<file path="src/rtl/uart_cmd_ctrl.sv">
// uart_cmd_ctrl
// Decodes a 7-bit host command bus into UART transmit-side control:
// a one-byte transmit holding register with overflow detection, a
// programmable baud prescaler, an enable bit and a soft-reset command.
//
// Ports
//   clk                 rising-edge clock
//   reset               synchronous active-high reset
//   in7[6:0]            host command bus: cmd=[1:0], half=[6], nib=[5:2]
//   tx_data[7:0]        holding-register byte for the transmitter
//   tx_valid            holding register full
//   tx_ready            transmitter accepts tx_data this cycle
//   baud_tick           registered one-cycle prescaler pulse
//   enable              UART enable
//   overflow            sticky flag: a byte was dropped on a full register
//   resetCommandStrobe  one-cycle pulse after a soft-reset command executes
module uart_cmd_ctrl (
    input  logic       clk,
    input  logic       reset,
    input  logic [6:0] in7,
    output logic [7:0] tx_data,
    output logic       tx_valid,
    input  logic       tx_ready,
    output logic       baud_tick,
    output logic       enable,
    output logic       overflow,
    output logic       resetCommandStrobe
);

    localparam logic [1:0] CMD_DATA   = 2'd0;
    localparam logic [1:0] CMD_CONFIG = 2'd1;
    localparam logic [1:0] CMD_PREDIV = 2'd2;
    localparam logic [1:0] CMD_SPARE  = 2'd3;

    localparam logic [6:0] BUS_IDLE   = 7'h7F;

    localparam logic [4:0] ARG_SOFT_RST = 5'b11000;
    localparam logic [4:0] ARG_CLR_OVF  = 5'b00001;
    localparam logic [4:0] ARG_ENABLE   = 5'b00010;
    localparam logic [4:0] ARG_DISABLE  = 5'b00011;

    logic [6:0] in_q;
    logic [6:0] in_qq;
    logic [3:0] data_lo;
    logic [3:0] prediv_lo;
    logic [7:0] prediv;
    logic [7:0] count;

    logic       fire;
    logic [1:0] cmd;
    logic [4:0] arg;
    logic       half;
    logic [3:0] nib;
    logic       pop;
    logic       do_data_lo;
    logic       do_push;
    logic       do_pdiv_lo;
    logic       do_pdiv_hi;
    logic       do_soft_rst;
    logic       do_clr_ovf;
    logic       do_enable;
    logic       do_disable;
    logic [7:0] push_byte;
    logic [7:0] new_prediv;

    // A command fires once per bus change; SPARE only re-arms the detector.
    assign fire = (in_q != in_qq) && (in_q[1:0] != CMD_SPARE);
    assign cmd  = in_q[1:0];
    assign arg  = in_q[6:2];
    assign half = in_q[6];
    assign nib  = in_q[5:2];

    assign pop         = tx_valid && tx_ready;
    assign do_data_lo  = fire && (cmd == CMD_DATA)   && !half;
    assign do_push     = fire && (cmd == CMD_DATA)   &&  half;
    assign do_pdiv_lo  = fire && (cmd == CMD_PREDIV) && !half;
    assign do_pdiv_hi  = fire && (cmd == CMD_PREDIV) &&  half;
    assign do_soft_rst = fire && (cmd == CMD_CONFIG) && (arg == ARG_SOFT_RST);
    assign do_clr_ovf  = fire && (cmd == CMD_CONFIG) && (arg == ARG_CLR_OVF);
    assign do_enable   = fire && (cmd == CMD_CONFIG) && (arg == ARG_ENABLE);
    assign do_disable  = fire && (cmd == CMD_CONFIG) && (arg == ARG_DISABLE);
    assign push_byte   = {nib, data_lo};
    assign new_prediv  = {nib, prediv_lo};

    // Bus sampler: only a hardware reset touches it, so a held soft-reset
    // command cannot refire after it executes.
    always_ff @(posedge clk) begin
        if (reset) begin
            in_q  <= BUS_IDLE;
            in_qq <= BUS_IDLE;
        end else begin
            in_q  <= in7;
            in_qq <= in_q;
        end
    end

    always_ff @(posedge clk) begin
        if (reset || do_soft_rst) begin
            tx_data            <= 8'd0;
            tx_valid           <= 1'b0;
            data_lo            <= 4'd0;
            prediv_lo          <= 4'd0;
            prediv             <= 8'd0;
            count              <= 8'd0;
            enable             <= 1'b0;
            overflow           <= 1'b0;
            baud_tick          <= 1'b0;
            resetCommandStrobe <= !reset;
        end else begin
            resetCommandStrobe <= 1'b0;

            if (do_data_lo) data_lo   <= nib;
            if (do_pdiv_lo) prediv_lo <= nib;
            if (do_pdiv_hi) prediv    <= new_prediv;

            // Holding register: a pop in the same cycle frees the slot.
            if (do_push && (!tx_valid || pop)) begin
                tx_data  <= push_byte;
                tx_valid <= 1'b1;
            end else begin
                if (do_push) overflow <= 1'b1;
                if (pop)     tx_valid <= 1'b0;
            end

            // Clear and push are distinct commands, so they never collide.
            if (do_clr_ovf) overflow <= 1'b0;
            if (do_enable)  enable   <= 1'b1;
            if (do_disable) enable   <= 1'b0;

            // Disabling suppresses the tick at the same edge so no pulse
            // appears once enable reads low.
            if (!enable || do_disable) begin
                count     <= prediv;
                baud_tick <= 1'b0;
            end else if (count == 8'd0) begin
                count     <= prediv;
                baud_tick <= 1'b1;
            end else begin
                count     <= count - 8'd1;
                baud_tick <= 1'b0;
            end

            // A new divisor restarts the count immediately.
            if (do_pdiv_hi) count <= new_prediv;
        end
    end

endmodule

</file>
<file path="config.mk">
export PLATFORM = sky130hd
export DESIGN_NAME = uart_cmd_ctrl
export DESIGN_NICKNAME = d
export VERILOG_FILES = /design/src/rtl/uart_cmd_ctrl.sv
export SDC_FILE = /design/constraint.sdc
export NUM_CORES = 1
export LEC_CHECK = 0
export ABC_AREA = 1
export ABC_CLOCK_PERIOD_IN_PS = 2200
export CAP_MARGIN = 20
export CELL_PAD_IN_SITES_DETAIL_PLACEMENT = 1
export CELL_PAD_IN_SITES_GLOBAL_PLACEMENT = 2
export CORE_MARGIN = 8
export CORE_UTILIZATION = 34
export CTS_BUF_LIST = sky130_fd_sc_hd__clkbuf_8
export DETAILED_ROUTE_END_ITERATION = 12
export GPL_TIMING_DRIVEN = 0
export PLACE_DENSITY_LB_ADDON = 0.3
export SLEW_MARGIN = 20
export SYNTH_ARGS = -nofsm -noshare
export SYNTH_HDL_FRONTEND = slang
export SYNTH_SLANG_ARGS = --single-unit
</file>
<file path="constraint.sdc">
create_clock -name clk -period 2.2 [get_ports clk]
set_clock_uncertainty 0.1 [all_clocks]
set_input_delay 0.33 -clock clk [delete_from_list [all_inputs] [get_ports clk]]
set_output_delay 0.33 -clock clk [all_outputs]
set_load 0.01 [all_outputs]
</file>
; Word-level counts from Yosys, hierarchy flattened
; Cells that the tools add are included.
[classes]
eq_ne = 8
bitwise = 1
n_mux = 6
reduce_logical = 28
n_addsub = 1
[ops]
columns = cell, count
row1 = 2-to-1 mux 8 bit, 3
row2 = logical AND 1 bit, 14
row3 = equality test 5 x 2 -> 1 bit (second input constant), 2
row4 = zero test 8 bit, 1
row5 = subtractor 8 x 1 -> 8 bit (second input constant), 1
row6 = inequality test 7 bit, 1
row7 = OR reduction 2 bit, 3
row8 = equality test 5 x 1 -> 1 bit (second input constant), 1
row9 = equality test 5 bit (second input constant), 1
row10 = zero test 1 bit, 4
row11 = logical OR 1 bit, 3
row12 = 2-to-1 mux 1 bit, 3
row13 = equality test 2 x 1 -> 1 bit (second input constant), 1
row14 = equality test 2 bit (second input constant), 1
row15 = zero test 2 bit, 1
row16 = inequality test 2 bit (second input constant), 1
row17 = AND reduction 2 bit, 1
row18 = nonzero test 2 bit, 1
row19 = inverter 1 bit, 1
[totals]
in_bits = 10
wordCells = 56
output_inout_bits = 13
register_bits = 51

; Logic depth before layout (Yosys ltp)
[logic_depth]
depth_word = 7
ltp_mapped = 12

; Worst setup path after synthesis
; OpenSTA, ideal clock, no wires.
[synth_path]
path_type = register to register
startpoint = reg in_q[2]
endpoint = reg count[5]
path_buffers = 1
arrival_time_ps = 1394
required_time_ps = 1986
setup_slack_ps = 592
period_less_slack_ps = 1608
path_stages_with_launch = 12
path_cell_list = dfxtp_1 buf_4 xnor2_1 nand2_1 nor2_2 nand2_4 nand3_4 nand2_4 nor2_1 nand2_1 nand2_1 nand2_1
[synth_via]
elab_chain_cells = 7
word_cells_on_any_way = 13
classes_between = eq/ne: 3 / mux: 2 / reduce/logical: 8
[synth_lines]
columns = element, line
row1 = start: declaration, 42  ; logic [6:0] in_q;
row2 = start signal: assignment, 92  ; in_q <= in7;
row3 = inequality test 7 bit, 67  ; assign fire = (in_q != in_qq) && (in_q[1:0] != CMD_SPARE);
row4 = logical AND 1 bit, 67
row5 = logical AND 1 bit, "78, 81"
row6 = logical AND 1 bit, 81  ; assign do_disable = fire && (cmd == CMD_CONFIG) && (arg == ARG_DISABLE);
row7 = logical OR 1 bit, 132  ; if (!enable || do_disable) begin
row8 = 2-to-1 mux 8 bit, 132
row9 = 2-to-1 mux 8 bit, 144  ; if (do_pdiv_hi) count <= new_prediv;
row10 = end signal: assignment, 133  ; count <= prediv;
row11 = end signal: assignment, 136  ; count <= prediv;
row12 = end signal: assignment, 144
row13 = end: declaration, 47  ; logic [7:0] count;
; Several ways; a longest one is shown, not always the timed one.
; A chain may end at the register's enable or synchronous reset.

; Worst setup path in the final report
[layout_path]
startpoint = reg in_q[4]
endpoint = reg count[5]
; Same word-level chain as after synthesis.

==> results.md <==
* Outcome: completed
* Maximum VDD drop at 0.319 mV
* Crit-path max cell delay at 0.52 ns
* Die ar. at 0.00926 mm²
* Kind of critical path: flop to flop
* Final hold violation count at 0
* Final setup fails at 0
* Top cell by count, worst path: nand2_1
* Hold wc startpoint: tx_data[5]$_SDFFE_PP0P_
* Via count at 1,854
* Die H at 96.3 µm
* Initial antenna violation count at 0
* Synth Instances at 283
* Max-Cap Viols at 0
* Commonest non-fill, non-tap cells in the layout: nand2_1, dfxtp_1, a21oi_1
* Static leakage at 0.00109 µW
* Vias in the first global route at 1,987
* IO Count at 23
* Sequential share of the synthesized area at 46.6%
* Clock Path Buffers at 2
* Share of post-route cells with drive strength above 1 at 12.1%
* Yosys warning count at 0
* Hpwl dp at 4030 µm
* Post-route antenna net violation count at 0
* Worst EP required at 2.30 ns
* Crit. End Element: flop
* GRT Total Usage at 13.0%
* CTS tree: yes
* Max Slew Vio Count at 0
* Hold WC Path Type: flop to flop
* Layout fillers at 805
* Slew margin rel. at 69.8%
* Num CTS Buffers at 5
* Nets@finish at 324
* Grt ovf at 0
* Clock root cell: clkbuf_8
* Worst-path cell chain: xnor2_1 -> nand2_1 -> nor2_1 -> nand2_4 -> nand3_4 -> nand2_4 -> nor2_1 -> nand2_1 -> nand2_1 -> nand2_1
* PD cells at 699 mW/mm²
* Vias per cell at 4.75
* Clock sink count at 51
* Setup_tns at 0 ns
* H-tree levels at 2
* CP max stage cell: dfxtp_1
* First-pass GRT wire length at 9520 µm
* Number of I/O port buffers at 22
* Antenna Cells at 0
* Drt first pass iters at 4
* Worst-path clk slew at 0.09 ns
* Register bit total from synthesis at 51
* Min Tclk post-route at 1.97 ns
* Routed wire length at 5340 µm
* Initial Util at 34.9%
* RSZ-0062 raised after global routing: no
* Mapped Avg Cell Area at 7.74 µm²
* Max frequency at 508 MHz
* Crit path max-delay family: simple AND/OR/NAND/NOR gates
* Number of buffers and inverters on the critical path at 0
* Final GP Congestion at 0.774
* Critical path launch point type: flop
* Clock Latency Late Sink at 0.30 ns
* # hold bufs at CTS at 0
* Number of remaining DRC errors at 0
* Largest net degree at the start of global routing at 16
* Core Box Area at 0.00628 mm²
* Share of the clock period used by the worst path at 89.5%
* Row count at 29
* Die Wd at 96.3 µm
* Area Growth Syn to Fin at 19.8%
* Synthesized cell area at 0.00219 mm²
* Routed WL per cell at 13.7 µm
* Synth cell types at 32
* Final WS setup at 0.232 ns
* Initial DRC Count at 44
* Critical path startpoint: in_q[4]$_SDFF_PP1_
* Worst slew pin tran at 0.451 ns
* Post-synth net total at 295
* Worst EP arrival at 2.07 ns
* Most common cell after layout, fill and taps aside: nand2_1
* Reg2reg start: in_q[4]$_SDFF_PP1_
* Max FO, Critical Path at 8
* Dpl ws at 0.232 ns
repair_timing:
item | in CTS | in global routing
hold endpoints to repair | 0 | 0
endpoints found under the setup margin | 0 | 4
resized for setup | 0 | 1
setup buffers | 0 | 0
area by class of cell:
type / count / area (µm²) / share of cell area (%)
well taps: 77 / 96.3 / 3.67
flip-flops and latches: 51 / 1020 / 38.9
inverters: 22 / 87.6 / 3.34
clock inverters: 2 / 35.0 / 1.34
plain buffers: 6 / 37.5 / 1.43
repair buffers: 22 / 220 / 8.39
multi-input cells: 204 / 1040 / 39.8
clock buffers: 6 / 82.6 / 3.15
cells in the mapped netlist (all sizes together):
cell | count | share of area [%]
nand4 | 5 | 1.7
o21bai | 1 | 0.34
inv | 20 | 3.4
dfxtp | 51 | 47
xor2 | 4 | 1.6
buf | 6 | 1.7
xnor2 | 5 | 2.0
or2 | 7 | 2.0
clkinv | 2 | 0.57
nor3 | 2 | 0.46
nand2 | 97 | 18
and3 | 1 | 0.29
a21oi | 33 | 7.9
nor3b | 1 | 0.34
nor4 | 2 | 0.57
nor2 | 14 | 3.0
ha | 2 | 1.1
o21ai | 9 | 2.1
nand3 | 21 | 6.5
power by group:
part	switching (µW)	total, µW	internal, µW
clock network	304	673	368
registers	21.4	970	949
logic	116	190	74.2
total	442	1830	1390
registers in the layout, summed over array words and instances, names as in the netlist:
signal              count
baud_tick               1
count                   8
data_lo                 4
enable                  1
in_q                    7
in_qq                   7
overflow                1
prediv                  8
prediv_lo               4
resetCommandStrobe      1
tx_data                 8
tx_valid                1
metal layers:
metal | GRT usage [%] | share of wire (%) | vias up
met1 | 15.4 | 47 | 855
met2 | 22.9 | 49 | 23
met3 | 2.81 | 2.9 | 4
li1 | - | - | 972
met4 | 3.84 | 0.80 | 0
met5 | 0 | 0 | -
final timing paths:
| check | to | cells after the start | slack [ns] |
|---|---|---|---|
| worst max-delay path | count[5]$_SDFF_PP0_ | 10 | 0.23 |
| worst min register to register | tx_data[5]$_SDFFE_PP0P_ | 2 | 0.37 |
| worst min-delay path | tx_data[5]$_SDFFE_PP0P_ | 2 | 0.37 |
| worst max register to register | count[5]$_SDFF_PP0_ | 10 | 0.23 |
per-stage QoR:
step,total power (µW),hold slack [ns],utilization [%],instances,instance area (µm²)
after floorplan,1120,0.302,-,283,2190
after global placement,1180,0.352,39.9,382,2510
after detailed placement,1190,0.359,39.9,382,2510
after CTS,1860,0.374,41.8,390,2620
after global routing,1920,0.387,41.8,390,2620
final,1830,0.368,41.8,390,2620
cells by family after synthesis:
group                      Yosys count  synth area share (%)
and+or+nand+nor                    150                  32.6
DFF                                 51                  46.6
AOI/OAI and AO/OA                   43                  10.3
buffers and inverters               28                  5.71
xor gates and xnor gates             9                  3.60
adders and majority gates            2                  1.14
tightest hold or removal path: cells and delay by family, from the launching register on:
| family | cells | cell delay [ns] |
|---|---|---|
| simple gates | 1 | 0.06 |
| compound gates | 1 | 0.05 |
| flops | 1 | 0.32 |
Note: power is estimated with default switching activity, not from simulation.
